[config.mk]
export PLATFORM = sky130hd
export DESIGN_NAME = axicb_mst_arbiter_flat
export DESIGN_NICKNAME = d
export VERILOG_FILES = /design/src/rtl/axicb_mst_arbiter_if.sv /design/src/rtl/axicb_mst_arbiter.sv /design/src/flat_wrapper.sv
export SDC_FILE = /design/constraint.sdc
export NUM_CORES = 1
export LEC_CHECK = 0
export ABC_CLOCK_PERIOD_IN_PS = 3600
export CORE_ASPECT_RATIO = 0.5
export CORE_MARGIN = 1.5
export CORE_UTILIZATION = 57
export CTS_CLUSTER_DIAMETER = 120
export DETAILED_ROUTE_END_ITERATION = 12
export HOLD_SLACK_MARGIN = 0.06
export PLACE_DENSITY = 0.82
export SETUP_SLACK_MARGIN = 0.2
export SYNTH_ARGS = -nofsm -noshare
export SYNTH_HDL_FRONTEND = slang
export SYNTH_SLANG_ARGS = --single-unit
[constraint.sdc]
create_clock -name aclk -period 3.6 [get_ports aclk]
set_clock_uncertainty 0.05 [all_clocks]
set_input_delay 0.36 -clock aclk [delete_from_list [all_inputs] [get_ports aclk]]
set_output_delay 0.36 -clock aclk [all_outputs]
set_load 0.005 [all_outputs]
[src/rtl/axicb_mst_arbiter_if.sv]
// Address-channel arbitration bundle between the crossbar master switch and its arbiter.
// The switch side drives requests/handshakes; the arbiter side returns grant and status.
interface axicb_mst_arbiter_if #(
    parameter int REQ_NB = 4
);
    logic [REQ_NB-1:0]   req;
    logic                accept;
    logic [REQ_NB-1:0]   done;
    logic [REQ_NB-1:0]   grant;
    logic                busy;
    logic [REQ_NB*4-1:0] out_cnt;
    logic                timeout_pulse;
    logic [1:0]          timeout_idx;
    logic                cnt_err;

    modport master (
        output req, accept, done,
        input  grant, busy, out_cnt, timeout_pulse, timeout_idx, cnt_err
    );

    modport slave (
        input  req, accept, done,
        output grant, busy, out_cnt, timeout_pulse, timeout_idx, cnt_err
    );
endinterface

[src/rtl/axicb_mst_arbiter.sv]
// Registered priority-aware round-robin arbiter for one AW/AR channel of the master switch,
// with per-master outstanding limits and optional revocation of stalled grants.
module axicb_mst_arbiter #(
    parameter int REQ_NB          = 4,
    parameter int REQ0_PRIORITY   = 0,
    parameter int REQ1_PRIORITY   = 0,
    parameter int REQ2_PRIORITY   = 0,
    parameter int REQ3_PRIORITY   = 0,
    parameter int MAX_OUTSTANDING = 4,
    parameter int TIMEOUT_ENABLE  = 1,
    parameter int TIMEOUT_CYCLES  = 64
) (
    input  logic              aclk,
    input  logic              aresetn,
    input  logic              srst,
    axicb_mst_arbiter_if.slave arb
);

    function automatic logic [1:0] clamp_prio(input int p);
        return (p > 3) ? 2'd3 : ((p < 0) ? 2'd0 : 2'(p));
    endfunction

    localparam int              TMR_W    = $clog2(TIMEOUT_CYCLES);
    localparam logic [TMR_W-1:0] TMR_LAST = TMR_W'(TIMEOUT_CYCLES - 1);
    localparam logic [3:0]      CNT_MAX  = 4'(MAX_OUTSTANDING);
    localparam logic [1:0]      PTR_RST  = 2'(REQ_NB - 1);
    localparam logic [7:0]      PRIO     = {clamp_prio(REQ3_PRIORITY), clamp_prio(REQ2_PRIORITY),
                                            clamp_prio(REQ1_PRIORITY), clamp_prio(REQ0_PRIORITY)};

    typedef enum logic {S_IDLE, S_GRANT} state_t;

    // Internals are always four masters wide; unused masters never request.
    logic [3:0]            req4;
    logic [3:0]            done4;
    state_t                state_p0, state_nxt;
    logic [3:0]            grant_p0, grant_nxt;
    logic [1:0]            gidx_p0, gidx_nxt;
    logic [1:0]            ptr_p0, ptr_nxt;
    logic [TMR_W-1:0]      timer_p0, timer_nxt;
    logic                  tmo_p0, tmo_nxt;
    logic [1:0]            tidx_p0, tidx_nxt;
    logic [3:0][3:0]       cnt_p0, cnt_nxt;
    logic                  err_p0, err_nxt;
    logic [3:0]            acc_inc;
    logic [3:0]            elig;
    logic [3:0]            cand;
    logic [1:0]            top_lvl;
    logic                  win_vld;
    logic [1:0]            win_idx;
    int                    j;

    assign req4  = 4'(arb.req);
    assign done4 = 4'(arb.done);

    // Winner: highest level among eligible masters, ties broken from ptr+1 upward.
    always_comb begin
        elig    = '0;
        cand    = '0;
        top_lvl = 2'd0;
        win_vld = 1'b0;
        win_idx = 2'd0;
        j       = 0;
        for (int i = 0; i < 4; i++) begin
            elig[i] = req4[i] && (cnt_p0[i] < CNT_MAX);
            if (elig[i] && (PRIO[2*i +: 2] > top_lvl)) top_lvl = PRIO[2*i +: 2];
        end
        for (int i = 0; i < 4; i++) begin
            cand[i] = elig[i] && (PRIO[2*i +: 2] == top_lvl);
        end
        for (int k = 1; k <= REQ_NB; k++) begin
            j = int'(ptr_p0) + k;
            if (j >= REQ_NB) j = j - REQ_NB;
            if (!win_vld && cand[j[1:0]]) begin
                win_vld = 1'b1;
                win_idx = j[1:0];
            end
        end
    end

    always_comb begin
        state_nxt = state_p0;
        grant_nxt = grant_p0;
        gidx_nxt  = gidx_p0;
        ptr_nxt   = ptr_p0;
        timer_nxt = timer_p0;
        tmo_nxt   = 1'b0;
        tidx_nxt  = tidx_p0;
        acc_inc   = '0;
        case (state_p0)
            S_IDLE: begin
                grant_nxt = '0;
                if (win_vld) begin
                    grant_nxt = 4'b0001 << win_idx;
                    gidx_nxt  = win_idx;
                    timer_nxt = '0;
                    state_nxt = S_GRANT;
                end
            end
            S_GRANT: begin
                timer_nxt = timer_p0 + 1'b1;
                if (arb.accept) begin
                    acc_inc   = grant_p0;
                    ptr_nxt   = gidx_p0;
                    grant_nxt = '0;
                    state_nxt = S_IDLE;
                end else if (!req4[gidx_p0]) begin
                    grant_nxt = '0;
                    state_nxt = S_IDLE;
                end else if ((TIMEOUT_ENABLE != 0) && (timer_p0 == TMR_LAST)) begin
                    tmo_nxt   = 1'b1;
                    tidx_nxt  = gidx_p0;
                    ptr_nxt   = gidx_p0;
                    grant_nxt = '0;
                    state_nxt = S_IDLE;
                end
            end
            default: begin
                grant_nxt = '0;
                state_nxt = S_IDLE;
            end
        endcase
    end

    // A same-cycle accept and done for one master cancel; done at zero flags an error.
    always_comb begin
        cnt_nxt = cnt_p0;
        err_nxt = err_p0;
        for (int i = 0; i < 4; i++) begin
            if (acc_inc[i] && !done4[i]) begin
                if (cnt_p0[i] < CNT_MAX) cnt_nxt[i] = cnt_p0[i] + 4'd1;
            end else if (done4[i] && !acc_inc[i]) begin
                if (cnt_p0[i] == 4'd0) err_nxt = 1'b1;
                else                   cnt_nxt[i] = cnt_p0[i] - 4'd1;
            end
        end
    end

    always_ff @(posedge aclk or negedge aresetn) begin
        if (!aresetn) begin
            state_p0 <= S_IDLE;
            grant_p0 <= '0;
            gidx_p0  <= 2'd0;
            ptr_p0   <= PTR_RST;
            timer_p0 <= '0;
            tmo_p0   <= 1'b0;
            tidx_p0  <= 2'd0;
            cnt_p0   <= '0;
            err_p0   <= 1'b0;
        end else if (srst) begin
            state_p0 <= S_IDLE;
            grant_p0 <= '0;
            gidx_p0  <= 2'd0;
            ptr_p0   <= PTR_RST;
            timer_p0 <= '0;
            tmo_p0   <= 1'b0;
            tidx_p0  <= 2'd0;
            cnt_p0   <= '0;
            err_p0   <= 1'b0;
        end else begin
            state_p0 <= state_nxt;
            grant_p0 <= grant_nxt;
            gidx_p0  <= gidx_nxt;
            ptr_p0   <= ptr_nxt;
            timer_p0 <= timer_nxt;
            tmo_p0   <= tmo_nxt;
            tidx_p0  <= tidx_nxt;
            cnt_p0   <= cnt_nxt;
            err_p0   <= err_nxt;
        end
    end

    assign arb.grant         = grant_p0[REQ_NB-1:0];
    assign arb.busy          = (state_p0 == S_GRANT);
    assign arb.out_cnt       = cnt_p0[REQ_NB-1:0];
    assign arb.timeout_pulse = tmo_p0;
    assign arb.timeout_idx   = tidx_p0;
    assign arb.cnt_err       = err_p0;

endmodule

[src/flat_wrapper.sv]
// flat-port wrapper written by rule: the top's interface ports become plain ports
module axicb_mst_arbiter_flat 
#(
    parameter int REQ_NB          = 4,
    parameter int REQ0_PRIORITY   = 0,
    parameter int REQ1_PRIORITY   = 0,
    parameter int REQ2_PRIORITY   = 0,
    parameter int REQ3_PRIORITY   = 0,
    parameter int MAX_OUTSTANDING = 4,
    parameter int TIMEOUT_ENABLE  = 1,
    parameter int TIMEOUT_CYCLES  = 64
)
  (aclk, aresetn, srst, arb_req, arb_accept, arb_done, arb_grant, arb_busy, arb_out_cnt, arb_timeout_pulse, arb_timeout_idx, arb_cnt_err);
  axicb_mst_arbiter_if #(.REQ_NB(REQ_NB)) arb_i ();
  input  logic aclk;
  input  logic aresetn;
  input  logic srst;
  input wire logic [$bits(arb_i.req)-1:0] arb_req;
  input wire logic [$bits(arb_i.accept)-1:0] arb_accept;
  input wire logic [$bits(arb_i.done)-1:0] arb_done;
  output wire logic [$bits(arb_i.grant)-1:0] arb_grant;
  output wire logic [$bits(arb_i.busy)-1:0] arb_busy;
  output wire logic [$bits(arb_i.out_cnt)-1:0] arb_out_cnt;
  output wire logic [$bits(arb_i.timeout_pulse)-1:0] arb_timeout_pulse;
  output wire logic [$bits(arb_i.timeout_idx)-1:0] arb_timeout_idx;
  output wire logic [$bits(arb_i.cnt_err)-1:0] arb_cnt_err;
  assign arb_i.req = arb_req;
  assign arb_i.accept = arb_accept;
  assign arb_i.done = arb_done;
  assign arb_grant = arb_i.grant;
  assign arb_busy = arb_i.busy;
  assign arb_out_cnt = arb_i.out_cnt;
  assign arb_timeout_pulse = arb_i.timeout_pulse;
  assign arb_timeout_idx = arb_i.timeout_idx;
  assign arb_cnt_err = arb_i.cnt_err;
  axicb_mst_arbiter #(.REQ_NB(REQ_NB), .REQ0_PRIORITY(REQ0_PRIORITY), .REQ1_PRIORITY(REQ1_PRIORITY), .REQ2_PRIORITY(REQ2_PRIORITY), .REQ3_PRIORITY(REQ3_PRIORITY), .MAX_OUTSTANDING(MAX_OUTSTANDING), .TIMEOUT_ENABLE(TIMEOUT_ENABLE), .TIMEOUT_CYCLES(TIMEOUT_CYCLES)) u_core (.aclk(aclk), .aresetn(aresetn), .srst(srst), .arb(arb_i));
endmodule
==> impl_metrics.env, run 1 <==
export IMPL_async_flop_share=1.00
export IMPL_synthDistinctLibCells=55
export IMPL_drt_iter0_drc=83
export IMPL_finalPower_w=0.00200
export IMPL_period_share=0.816
export IMPL_setup_violations=0
export IMPL_arrival_ns=3.11
export IMPL_layout_drive_gt1_share=0.112
export IMPL_routabilityCongestion=0.915
export IMPL_syn_nets=236
export IMPL_drt_total_wl_um=4810
export IMPL_grt_ovfl_total=0
export IMPL_die_h_um=46.8
export IMPL_synthTopCellsByArea="dfrtp_1, nor2_1, ha_1, mux2i_1, a22oi_1"
export IMPL_cts_clk_slew_worst_paths_ns=0.07
export IMPL_r2r_slack_ns=0.66
export IMPL_ys_ff_latch=35
export IMPL_start_kind="flop"
export IMPL_start_util=0.618
export IMPL_period_needed_ns=2.94
export IMPL_remaining_drc_errors=0
export IMPL_gr_usage_all_layers=0.251
export IMPL_core_area_sq_mm=0.00355
export IMPL_syn_inst=211
export IMPL_final_util=0.767
export IMPL_vdd_drop_max_mv=0.279
export IMPL_rows=15
export IMPL_cts_max_path_buffers=2
export IMPL_rsz0062_at_grt="no"
export IMPL_fin_hold_ws_ns=0.429
export IMPL_insertion_delay_ns=0.30
export IMPL_layout_nets=275
export IMPL_synth_top_cell_by_area="dfrtp_1"
export IMPL_ys_seq_area_frac=0.401
export IMPL_ant_nets=0
export IMPL_slew_violations=0
export IMPL_critical_path_cell_chain="nand3_1 > or2_2 > ha_1 > a21o_1 > a21oi_1 > nor4b_1 > a21oi_1 > a21oi_1"
export IMPL_cp_slowest_cell="dfrtp_1"
export IMPL_cp_max_fo=18
export IMPL_worstPathRequired_ns=3.77
export IMPL_mostFrequentLayoutCells="clkdlybuf4s50_1, dfrtp_1, nor2_1, nand2_1, a22oi_1"
export IMPL_syn_avg_cell_area_sq_um=10.4
export IMPL_slew_headroom=0.567
export IMPL_power_density_mw_per_mm2=736
export IMPL_grt_pass1_wl_um=7820
export IMPL_criticalPathCategory="flop to flop"
export IMPL_post_dp_cell_area_sq_mm=0.00260
export IMPL_rr_startpoint="u_core.arb.busy"
export IMPL_io_buffers=36
export IMPL_vias=1770
export IMPL_io_pins=37
export IMPL_finalHoldViolCount=0
export IMPL_finalSetupTns_ns=0
export IMPL_via_per_inst=5.86
export IMPL_p_leak_nw=1.21
export IMPL_status="complete, no violations"
export IMPL_max_stage_delay_ns=0.76
export IMPL_synth_edf_count=0
export IMPL_grt_pass1_vias=1599
export IMPL_n_fill_cell=247
export IMPL_worst_slew_pin_slew_ns=0.650
export IMPL_cts_setup_buffers=0
export IMPL_cts_inserted_buffers=5
export IMPL_cts_hold_buffers=0
export IMPL_reg2reg_to="u_core.arb.out_cnt[3]"
export IMPL_max_cap_viol_count=0
export IMPL_dr_pass1_iters=4
export IMPL_synthFlopType="dfrtp_1"
export IMPL_synth_area_sq_mm=0.00219
export IMPL_clock_sinks=35
export IMPL_cts_resized_gates=0
export IMPL_ys_warn_count=0
export IMPL_diodes=0
export IMPL_hpwlAfterDp_um=3380
export IMPL_critPathCaptureType="flop"
export IMPL_antenna_found_initial=0
export IMPL_grt_max_degree=36
export IMPL_min_path_type="input port to async pin"
export IMPL_htreeDepth=2
export IMPL_dieArea_sq_mm=0.00425
export IMPL_wl_per_cell_um=15.9
export IMPL_final_common_cell="clkdlybuf4s50_1"
export IMPL_synthToLayoutAreaGrowth_pct=24.2
export IMPL_cts_tree="done"
export IMPL_path_common_cell="a21oi_1"
export IMPL_fmax_mhz=340
export IMPL_final_area_sq_mm=0.00272
export IMPL_yosysTopAreaCellShare=0.377
export IMPL_r2r_cells=8
export IMPL_cts_root_buf="clkbuf_8"
export IMPL_die_x_um=90.7
-- area by class of cell --
class / count / area (sq um) / area share
multi-input combinational: 168 / 1280 / 0.470
sequential: 35 / 878 / 0.323
timing repair buffer: 38 / 375 / 0.138
clock buffer: 6 / 82.6 / 0.0304
tap: 51 / 63.8 / 0.0235
clock inverter: 2 / 35.0 / 0.0129
inverter: 2 / 7.51 / 0.00276
-- cells by family after synthesis --
group	share of synthesized area
multiplexers	0.0560
buffers and inverters	0.0160
adder cells (fa/ha/maj)	0.0880
AND/OR/NAND/NOR	0.220
XOR/XNOR	0.0480
flip-flops	0.401
AO/OA/AOI/OAI	0.171
-- metrics by stage --
stage                     worst slack [ns]  instances
final                                0.662        302
after global routing                 0.490        302
after CTS                            0.714        302
after detailed placement             0.560        294
after global placement               0.741        294
after floorplan                       1.42        211
-- worst max-delay path: cells and delay by family, from the launching register on --
kind | cells | cell delay, ns
compound gates | 4 | 0.65
fa+ha+maj | 1 | 0.28
flops | 1 | 0.76
simple gates | 3 | 1.12
-- Yosys cell counts, types with 3 or more instances --
cell	number
xor2_1	7
nand3b_1	3
clkbuf_1	4
a21o_1	4
o21ai_1	3
nand2_1	16
and3_1	3
xnor2_1	5
nor4_1	4
nor2_1	31
a21oi_1	7
ha_1	9
nand3_1	9
fa_1	4
mux2i_1	10
o32ai_2	3
dfrtp_1	33
a22oi_1	11
-- where the power goes --
| group | leakage (nW) | internal, W | switching, W |
|---|---|---|---|
| sequential | 0.469 | 0.000495 | 0.000186 |
| combinational | 0.681 | 0.000515 | 0.000430 |
| clock | 0.0612 | 0.000224 | 0.000151 |
| total | 1.21 | 0.00123 | 0.000767 |
-- flip-flops by register name (all words and copies together) (netlist names) --
register and count:
u_core.gidx_p0 2, u_core.arb.busy 1, u_core.arb.cnt_err 1, u_core.arb.grant 4, u_core.arb.timeout_idx 2, u_core.timer_p0 6
u_core.arb.out_cnt 16, u_core.arb.timeout_pulse 1, u_core.ptr_p0 2
-- per-layer routing --
layer  track usage  part of all wire  up-vias
met5             0                 0        -
met4        0.0762            0.0087        0
met3        0.0874             0.048        6
met2         0.397              0.46       40
met1         0.337              0.48      867
li1              -                 -      857
-- worst max path at each step --
stage                          startpoint                    end  slack (ns)  depth (start not counted)
after global routing      u_core.arb.busy  u_core.arb.out_cnt[3]        0.49                          8
after global placement         arb_accept  u_core.arb.out_cnt[3]        0.74                          9
after detailed placement       arb_accept  u_core.arb.out_cnt[3]        0.56                          9
final                     u_core.arb.busy  u_core.arb.out_cnt[3]        0.66                          8
after CTS                 u_core.arb.busy  u_core.arb.out_cnt[3]        0.71                          8
after floorplan                arb_accept  u_core.arb.out_cnt[3]        1.42                          9
(Power assumes the default switching activity.)
==> run 2, diff against run 1 <==
ABC_CLOCK_PERIOD_IN_PS = 2600   (was 3600)
CORE_UTILIZATION = 48   (was 57)
PLACE_DENSITY = 0.73   (was 0.82)
clock period = 2.6 ns   (was 3.6 ns; I/O delays follow)
==> impl_metrics.env, run 2 (synthesis gave the netlist of run 1 again) <==
export IMPL_period_needed_ns=2.19
export IMPL_period_share=0.844
export IMPL_cts_setup_buffers=0
export IMPL_power_density_mw_per_mm2=1030
export IMPL_post_dp_cell_area_sq_mm=0.00266
export IMPL_io_pins=37
export IMPL_rows=17
export IMPL_final_util=0.637
export IMPL_ant_nets=0
export IMPL_cts_inserted_buffers=5
export IMPL_finalSetupTns_ns=0
export IMPL_vias=1792
export IMPL_criticalPathCategory="input port to flop"
export IMPL_via_per_inst=5.71
export IMPL_n_fill_cell=361
export IMPL_layout_nets=281
export IMPL_fin_hold_ws_ns=0.319
export IMPL_diodes=0
export IMPL_mostFrequentLayoutCells="clkdlybuf4s50_1, dfrtp_1, nor2_1, nand2_1, a22oi_1"
export IMPL_gr_usage_all_layers=0.224
export IMPL_worst_slew_pin_slew_ns=0.453
export IMPL_die_h_um=50.8
export IMPL_slew_violations=0
export IMPL_insertion_delay_ns=0.30
export IMPL_hpwlAfterDp_um=3550
export IMPL_finalHoldViolCount=0
export IMPL_min_path_type="input port to async pin"
export IMPL_worstPathRequired_ns=2.78
export IMPL_p_leak_nw=1.24
export IMPL_setup_violations=0
export IMPL_start_kind="input port"
export IMPL_vdd_drop_max_mv=0.366
export IMPL_cts_tree="done"
export IMPL_synthToLayoutAreaGrowth_pct=27.4
export IMPL_start_util=0.500
export IMPL_cts_hold_buffers=0
export IMPL_status="complete, no violations"
export IMPL_slew_headroom=0.695
export IMPL_remaining_drc_errors=0
export IMPL_dr_pass1_iters=4
export IMPL_wl_per_cell_um=15.8
export IMPL_layout_drive_gt1_share=0.132
export IMPL_cts_resized_gates=0
export IMPL_critPathCaptureType="flop"
export IMPL_cts_max_path_buffers=2
export IMPL_final_common_cell="clkdlybuf4s50_1"
export IMPL_drt_iter0_drc=78
export IMPL_final_area_sq_mm=0.00279
export IMPL_routabilityCongestion=0.837
export IMPL_rsz0062_at_grt="no"
export IMPL_fmax_mhz=456
export IMPL_clock_sinks=35
export IMPL_core_area_sq_mm=0.00438
export IMPL_cp_max_fo=4
export IMPL_die_x_um=98.5
export IMPL_dieArea_sq_mm=0.00500
export IMPL_htreeDepth=2
export IMPL_dp_cells=306
export IMPL_grt_pass1_vias=1774
export IMPL_max_cap_viol_count=0
export IMPL_cts_root_buf="clkbuf_8"
export IMPL_drt_total_wl_um=4960
export IMPL_arrival_ns=2.37
export IMPL_grt_ovfl_total=0
export IMPL_grt_max_degree=36
export IMPL_largest_reg_flops=16
export IMPL_io_buffers=36
export IMPL_post_layout_nonfiller_instances=314
export IMPL_antenna_found_initial=0
export IMPL_grt_pass1_wl_um=8630
export IMPL_cts_clk_slew_worst_paths_ns=0.08
## run 2: report_power, final
part	switching, W	internal [W]
logic	0.000612	0.000728
registers	0.000234	0.000686
clock network	0.000227	0.000383
## run 2: metrics by stage
step / worst slack, ns / power (W)
global placement: 0.176 / 0.00221
finish: 0.407 / 0.00287
detailed placement: 0.112 / 0.00225
floorplan: 0.429 / 0.00179
CTS: 0.423 / 0.00287
global route: 0.276 / 0.00309
## run 2: final cells by class
| cell class | instances | area [sq um] | share of cell area |
|---|---|---|---|
| clock buffers | 5 | 68.8 | 0.0247 |
| clock inverters | 3 | 67.6 | 0.0242 |
| inverters | 2 | 7.51 | 0.00269 |
| multi-input cells | 168 | 1280 | 0.458 |
| flip-flops and latches | 35 | 878 | 0.315 |
| well taps | 57 | 71.3 | 0.0255 |
| repair buffers | 44 | 420 | 0.151 |
## run 2: worst paths after layout
kind	start	endpoint	slack, ns	depth (start not counted)
min in group aclk	u_core.arb.grant[1]	u_core.arb.grant[1]	0.49	2
min reg2reg	u_core.arb.grant[1]	u_core.arb.grant[1]	0.49	2
max	arb_accept	u_core.arb.out_cnt[3]	0.41	9
min	aresetn	u_core.arb.out_cnt[9]	0.32	2
max reg2reg	u_core.arb.busy	u_core.arb.out_cnt[7]	0.45	8
max in group asynchronous	aresetn	u_core.ptr_p0[1]	1.83	2
## run 2: per-layer routing
layer,GRT usage,vias up,share of wire
li1,-,867,-
met1,0.303,892,0.47
met2,0.356,29,0.49
met3,0.0446,4,0.035
met4,0.0915,0,0.0083
met5,0,-,0
## run 2: worst max-delay path, stage by stage
cell	delay [ns]
clkdlybuf4s50_1	0.55
nand3_1	0.12
or2_2	0.33
ha_1	0.29
a21o_1	0.15
a21oi_1	0.21
nor4b_1	0.26
a21oi_1	0.06
a21oi_1	0.14
